===== src/rtl/pipe_ctrl_pkg.sv =====
// Shared types and constants for the pipeline hazard/sequencing controller.
package pipe_ctrl_pkg;

    typedef enum logic [1:0] {
        ST_RUN    = 2'd0,
        ST_STALL  = 2'd1,
        ST_FLUSH  = 2'd2,
        ST_FREEZE = 2'd3
    } pipe_state_e;

    // X31 reads as zero, so it never carries a data dependency.
    localparam logic [4:0] XZR = 5'd31;

endpackage


===== src/rtl/pipe_hazard_ctrl_sat_counter.sv =====
// Saturating up-counter with synchronous active-low reset.
module sat_counter #(
    parameter int unsigned W = 32
) (
    input  logic         clk,
    input  logic         resetl,
    input  logic         inc,
    output logic [W-1:0] count
);

    logic [W-1:0] count_q;
    logic [W-1:0] count_d;

    always_comb begin
        count_d = count_q;
        if (inc && (count_q != '1)) begin
            count_d = count_q + W'(1);
        end
    end

    always_ff @(posedge clk) begin
        if (!resetl) begin
            count_q <= '0;
        end else begin
            count_q <= count_d;
        end
    end

    assign count = count_q;

endmodule


===== src/rtl/pipe_hazard_ctrl.sv =====
// Hazard detection, branch flush, memory freeze and watchdog for the 5-stage pipeline.
// Control outputs are combinational so they gate pipeline registers on the same edge.
module pipe_hazard_ctrl
    import pipe_ctrl_pkg::*;
#(
    parameter int unsigned CNT_W       = 32,
    parameter int unsigned MEM_TIMEOUT = 16
) (
    input  logic             clk,
    input  logic             resetl,
    input  logic [4:0]       id_rf1,
    input  logic [4:0]       id_rf2,
    input  logic             id_rf1_used,
    input  logic             id_rf2_used,
    input  logic             ex_memread,
    input  logic [4:0]       ex_rd,
    input  logic             mem_pc_src,
    input  logic             mem_access,
    input  logic             dmem_ready,
    output logic             pc_write,
    output logic             ifid_write,
    output logic             ifid_flush,
    output logic             idex_bubble,
    output logic             exmem_bubble,
    output logic             pipe_freeze,
    output logic [1:0]       state,
    output logic [CNT_W-1:0] stall_cnt,
    output logic [CNT_W-1:0] flush_cnt,
    output logic [CNT_W-1:0] freeze_cnt,
    output logic             mem_timeout
);

    localparam int unsigned        WAIT_W   = $clog2(MEM_TIMEOUT + 1);
    localparam logic [WAIT_W-1:0]  WAIT_MAX = WAIT_W'(MEM_TIMEOUT);

    pipe_state_e       state_q, state_d;
    logic [WAIT_W-1:0] wait_cnt_q, wait_cnt_d;
    logic              mem_timeout_q, mem_timeout_d;
    logic              loaduse;
    logic              freeze;

    assign loaduse = ex_memread && (ex_rd != XZR) &&
                     ((id_rf1_used && (id_rf1 == ex_rd)) ||
                      (id_rf2_used && (id_rf2 == ex_rd)));
    assign freeze  = mem_access && !dmem_ready;

    always_ff @(posedge clk) begin
        if (!resetl) begin
            state_q       <= ST_RUN;
            wait_cnt_q    <= '0;
            mem_timeout_q <= 1'b0;
        end else begin
            state_q       <= state_d;
            wait_cnt_q    <= wait_cnt_d;
            mem_timeout_q <= mem_timeout_d;
        end
    end

    // The chosen action for this cycle doubles as the next registered state.
    always_comb begin
        state_d = ST_RUN;
        if (!resetl) begin
            state_d = ST_RUN;
        end else if (freeze) begin
            state_d = ST_FREEZE;
        end else if (mem_pc_src) begin
            state_d = ST_FLUSH;
        end else if (loaduse) begin
            state_d = ST_STALL;
        end
    end

    always_comb begin
        pc_write     = 1'b0;
        ifid_write   = 1'b0;
        ifid_flush   = 1'b0;
        idex_bubble  = 1'b0;
        exmem_bubble = 1'b0;
        pipe_freeze  = 1'b0;
        if (!resetl) begin
            ifid_flush   = 1'b1;
            idex_bubble  = 1'b1;
            exmem_bubble = 1'b1;
        end else begin
            unique case (state_d)
                ST_RUN: begin
                    pc_write   = 1'b1;
                    ifid_write = 1'b1;
                end
                ST_STALL: begin
                    idex_bubble = 1'b1;
                end
                ST_FLUSH: begin
                    pc_write     = 1'b1;
                    ifid_write   = 1'b1;
                    ifid_flush   = 1'b1;
                    idex_bubble  = 1'b1;
                    exmem_bubble = 1'b1;
                end
                ST_FREEZE: begin
                    pipe_freeze = 1'b1;
                end
                default: ;
            endcase
        end
    end

    // Watchdog saturates at the threshold so the sticky flag keeps its cause.
    always_comb begin
        wait_cnt_d    = '0;
        mem_timeout_d = mem_timeout_q;
        if (state_d == ST_FREEZE) begin
            wait_cnt_d = (wait_cnt_q == WAIT_MAX) ? wait_cnt_q : wait_cnt_q + WAIT_W'(1);
            if (wait_cnt_d == WAIT_MAX) begin
                mem_timeout_d = 1'b1;
            end
        end
    end

    sat_counter #(.W(CNT_W)) u_stall_cnt (
        .clk    (clk),
        .resetl (resetl),
        .inc    (state_d == ST_STALL),
        .count  (stall_cnt)
    );

    sat_counter #(.W(CNT_W)) u_flush_cnt (
        .clk    (clk),
        .resetl (resetl),
        .inc    (state_d == ST_FLUSH),
        .count  (flush_cnt)
    );

    sat_counter #(.W(CNT_W)) u_freeze_cnt (
        .clk    (clk),
        .resetl (resetl),
        .inc    (state_d == ST_FREEZE),
        .count  (freeze_cnt)
    );

    assign state       = state_q;
    assign mem_timeout = mem_timeout_q;

endmodule

===== config.mk =====
export PLATFORM = sky130hd
export DESIGN_NAME = pipe_hazard_ctrl
export DESIGN_NICKNAME = d
export VERILOG_FILES = /design/src/rtl/pipe_ctrl_pkg.sv /design/src/rtl/pipe_hazard_ctrl_sat_counter.sv /design/src/rtl/pipe_hazard_ctrl.sv
export SDC_FILE = /design/constraint.sdc
export NUM_CORES = 1
export LEC_CHECK = 0
export CORE_MARGIN = 2
export CORE_UTILIZATION = 51
export CTS_CLUSTER_SIZE = 30
export DETAILED_ROUTE_END_ITERATION = 12
export GPL_ROUTABILITY_DRIVEN = 0
export GPL_TIMING_DRIVEN = 0
export PLACE_DENSITY = 0.8
export SLEW_MARGIN = 5
export SYNTH_ARGS = -nofsm -noshare
export SYNTH_HDL_FRONTEND = slang
export SYNTH_SLANG_ARGS = --single-unit

===== constraint.sdc =====
create_clock -name clk -period 3.55 [get_ports clk]
set_input_delay 0.71 -clock clk [delete_from_list [all_inputs] [get_ports clk]]
set_output_delay 0.71 -clock clk [all_outputs]
set_load 0.01 [all_outputs]

==> qor.csv <==
stage;metric;value;unit
outcome;status;completed;
finish;instances_no_fill;948;
yosys;yosysTopAreaCell;dfxtp_1;
detailed_routing;drtPass1Iterations;5;
pwr;seqPwrFrac;0.528;
yosys;ys.flop_type;dfxtp_1;
cts;cts-root-buf;clkbuf_8;
worst_setup_path;worstSetupStartpointType;input pin;
yosys;synth_seq_cells;104;
detailed_routing;dr_wl_met2;7980;um
detailed_routing;remaining_drc_errors;0;
global_routing;grt_max_degree;18;
timing;slew_headroom;0.517;
yosys;synth_seq_area_share;0.379;
pwr;p_leak;2.31;nW
yosys;syn_inst;667;
yosys;async_flop_share;0;
detailed_routing;wl_met3;1130;um
cts;postCtsHoldBufs;0;
floorplan;core;10400;um2
timing;finalHoldViolations;0;
cts;max-clock-path-buffers;2;
job;maxCapViolations;0;
timing;worst_slew_pin_slew;0.719;ns
finish;multi_input_area;3250;um2
detailed_routing;wl_met1;6820;um
worst_setup_path;crit_path_end_kind;output pin;
worst_setup_path;crit_chain;clkdlybuf4s50_1 > xnor2_1 > nand4_1 > o22ai_2 > a21oi_2 > nand2b_4 > ha_4 > inv_1 > nand2_1 > buf_4 > dlygate4sd2_1;
finish;finalNetCount;838;
cts;clock_latency;0.38;ns
yosys;synth_edf_count;0;
finish;drive_gt1_frac;0.0751;
floorplan;start_util;0.529;
yosys;synthesis.nets;698;
cts;tritoncts;yes;
timing;max_clock_freq;0.291;GHz
yosys;syn_area_per_cell;8.23;um2
yosys;ys_top_cells_by_area;dfxtp_1 38%, a21oi_1 5.6%, or3_1 4.3%;
pwr;swShare;0.232;
global_routing;overflow;0;
yosys;synth_top_cell_area_share;0.379;
placement;dp.cells;930;
cts;cts.clk_slew.worst_paths;0.11;ns
worst_setup_path;slowest_delay;0.48;ns
worst_setup_path;cp.required;2.84;ns
global_routing;grt_usage;0.284;
detailed_routing;vias_per_cell;6.15;
pwr;power.density;305;nW/um2
detailed_routing;wl_per_cell;17.2;um
pwr;p_comb_frac;0.062;
yosys;synth_common_cells;104 x dfxtp_1, 61 x a21oi_1, 61 x nand2_1;
floorplan;die_w;108;um
cts;cts_buffers;9;
floorplan;die_y;108;um
timing;period_share;0.968;
global_routing;grt_pass1_vias;5492;
finish;register_area;2080;um2
finish;design_area;7280;um2
placement;dpl_cell_area;6930;um2
cts;ctsHtreeMaxLevel;3;
detailed_routing;routed_wirelength;16300;um
timing;clock_skew;0.0120;ns
floorplan;dieArea;11600;um2
detailed_routing;vias;5831;
detailed_routing;top_layer;met4;
pwr;clockPowerShare;0.410;
finish;diodes;0;
global_routing;antenna_found_initial;0;
global_routing;grt_pass1_wl;26600;um
worst_setup_path;cpMaxStageDelayCell;clkdlybuf4s50_1;
detailed_routing;drtAntennaViolNets;0;
pwr;p_int;1.71;mW
yosys;ys_types;59;
cts;clock-sinks;104;
pwr;ir_worst_vdd;0.000189;V
placement;hpwl;11600;um
detailed_routing;drtIter0Drc;405;
yosys;yosysMostFrequentCell;dfxtp_1;
min_path;hold_class;flip-flop to flip-flop;
worst_setup_path;cp.arrival;2.73;ns
worst_setup_path;critPathKind;input pin to output pin;
placement;portBuffers;127;
yosys;ys_warn_count;0;
floorplan;rows;37;
timing;min_period;3.44;ns
yosys;synth_area;5490;um2
finish;fillCellCount;825;
floorplan;ioPinCount;128;
pwr;power_switching;516;uW
worst_setup_path;cp_max_fo;6;
finish;area_delta_synth_final;32.7;%
timing;setup_viol;0;
timing;finalMaxSlewViolations;0;
timing;tns;0;ns
[layout by cell type (no fill, tap or decap), types with 3 or more instances in the layout]
cell type and instances:
o211ai_1 4, or3_1 38, dlygate4sd2_1 6, ha_1 6
nor3_1 12, o21ai_0 36, and2_1 3, nor2_1 30
o31ai_1 21, bufinv_16 3, dlymetal6s2s_1 3, nand4_2 4
nor3b_1 3, nand2_1 60, or4_1 28, xnor2_1 18
o21ai_1 6, buf_4 6, dfxtp_1 104, inv_1 26
a21oi_1 60, buf_2 5, nand3_1 34, clkbuf_1 16
nand3b_1 3, nand2b_1 16, and4_1 8, clkbuf_8 10
nor4_1 14, mux2i_1 18, nand4_1 25, xor2_1 7
and3_1 8, clkdlybuf4s50_1 118
[cells by family (layout without fill, tap and decap cells)]
family,after synthesis,in the layout,synth area share
XOR/XNOR,25,25,0.0399
AO/OA/AOI/OAI,146,146,0.156
adder cells (fa/ha/maj),8,8,0.0182
AND/OR/NAND/NOR,310,310,0.329
flip-flops,104,104,0.379
buffers and inverters,55,200,0.0422
multiplexers,19,19,0.0349
[final cells by class]
| class | instances | share of cell area |
|---|---|---|
| inverter | 27 | 0.0144 |
| timing repair buffer | 130 | 0.178 |
| clock buffer | 10 | 0.0175 |
| buffer | 27 | 0.0194 |
| sequential | 104 | 0.286 |
| tap | 136 | 0.0234 |
| multi-input combinational | 508 | 0.446 |
| clock inverter | 6 | 0.0158 |
[stage by stage]
stage | setup WS (ns) | util | hold WS, ns | power, mW
3_3_place_gp | -0.825 | 0.668 | 0.477 | 1.32
5_1_grt | -0.0148 | 0.702 | 0.512 | 2.29
3_5_place_dp | -0.839 | 0.668 | 0.482 | 1.33
2_1_floorplan | 0.587 | - | 0.498 | 1.26
4_1_cts | -0.0151 | 0.698 | 0.501 | 2.22
6_report | 0.114 | 0.702 | 0.501 | 2.22
[worst max-delay path, delay by kind of cell]
kind                       cells  cell delay, ns
and+or+nand+nor                3            0.40
AOI/OAI and AO/OA              2            0.30
buffers and inverters          4            1.00
adders and majority gates      1            0.19
xor gates and xnor gates       1            0.12
[per-layer routing]
metal | vias up | global-route usage
met4 | 0 | 0.0925
met1 | 2766 | 0.361
li1 | 2771 | -
met3 | 37 | 0.0569
met5 | - | 0
met2 | 257 | 0.481
[worst paths after layout]
| check | startpoint | end | slack [ns] | cells after the start |
|---|---|---|---|---|
| worst max register to register | u_freeze_cnt.count[0] | u_freeze_cnt.count[1] | 1.11 | 7 |
| worst min-delay path | u_flush_cnt.count[23] | u_flush_cnt.count[23] | 0.50 | 2 |
| worst min register to register | u_flush_cnt.count[23] | u_flush_cnt.count[23] | 0.50 | 2 |
| worst max-delay path | id_rf1[4] | ifid_flush | 0.11 | 11 |
[power by group through the flow]
stage	registers [mW]	logic [mW]	clock network (mW)
finish	1.17	0.137	0.911
global route	1.18	0.146	0.972
CTS	1.17	0.133	0.915
detailed placement	1.20	0.126	0
global placement	1.20	0.123	0
floorplan	1.20	0.0564	0
[sequential cells by signal, indices dropped and copies added, names as in the netlist]
| register | cells |
|---|---|
| mem_timeout | 1 |
| state | 2 |
| u_flush_cnt.count | 32 |
| u_freeze_cnt.count | 32 |
| u_stall_cnt.count | 32 |
| wait_cnt_q | 5 |
[repair_timing]
action / in CTS / in global routing
pin swaps: 3 / 1
buffers inserted: 2 / 1
endpoints found under the setup margin: 28 / 12
resized for setup: 21 / 8
hold endpoints to repair: 0 / 0
Power figures use the tool's default switching activity.
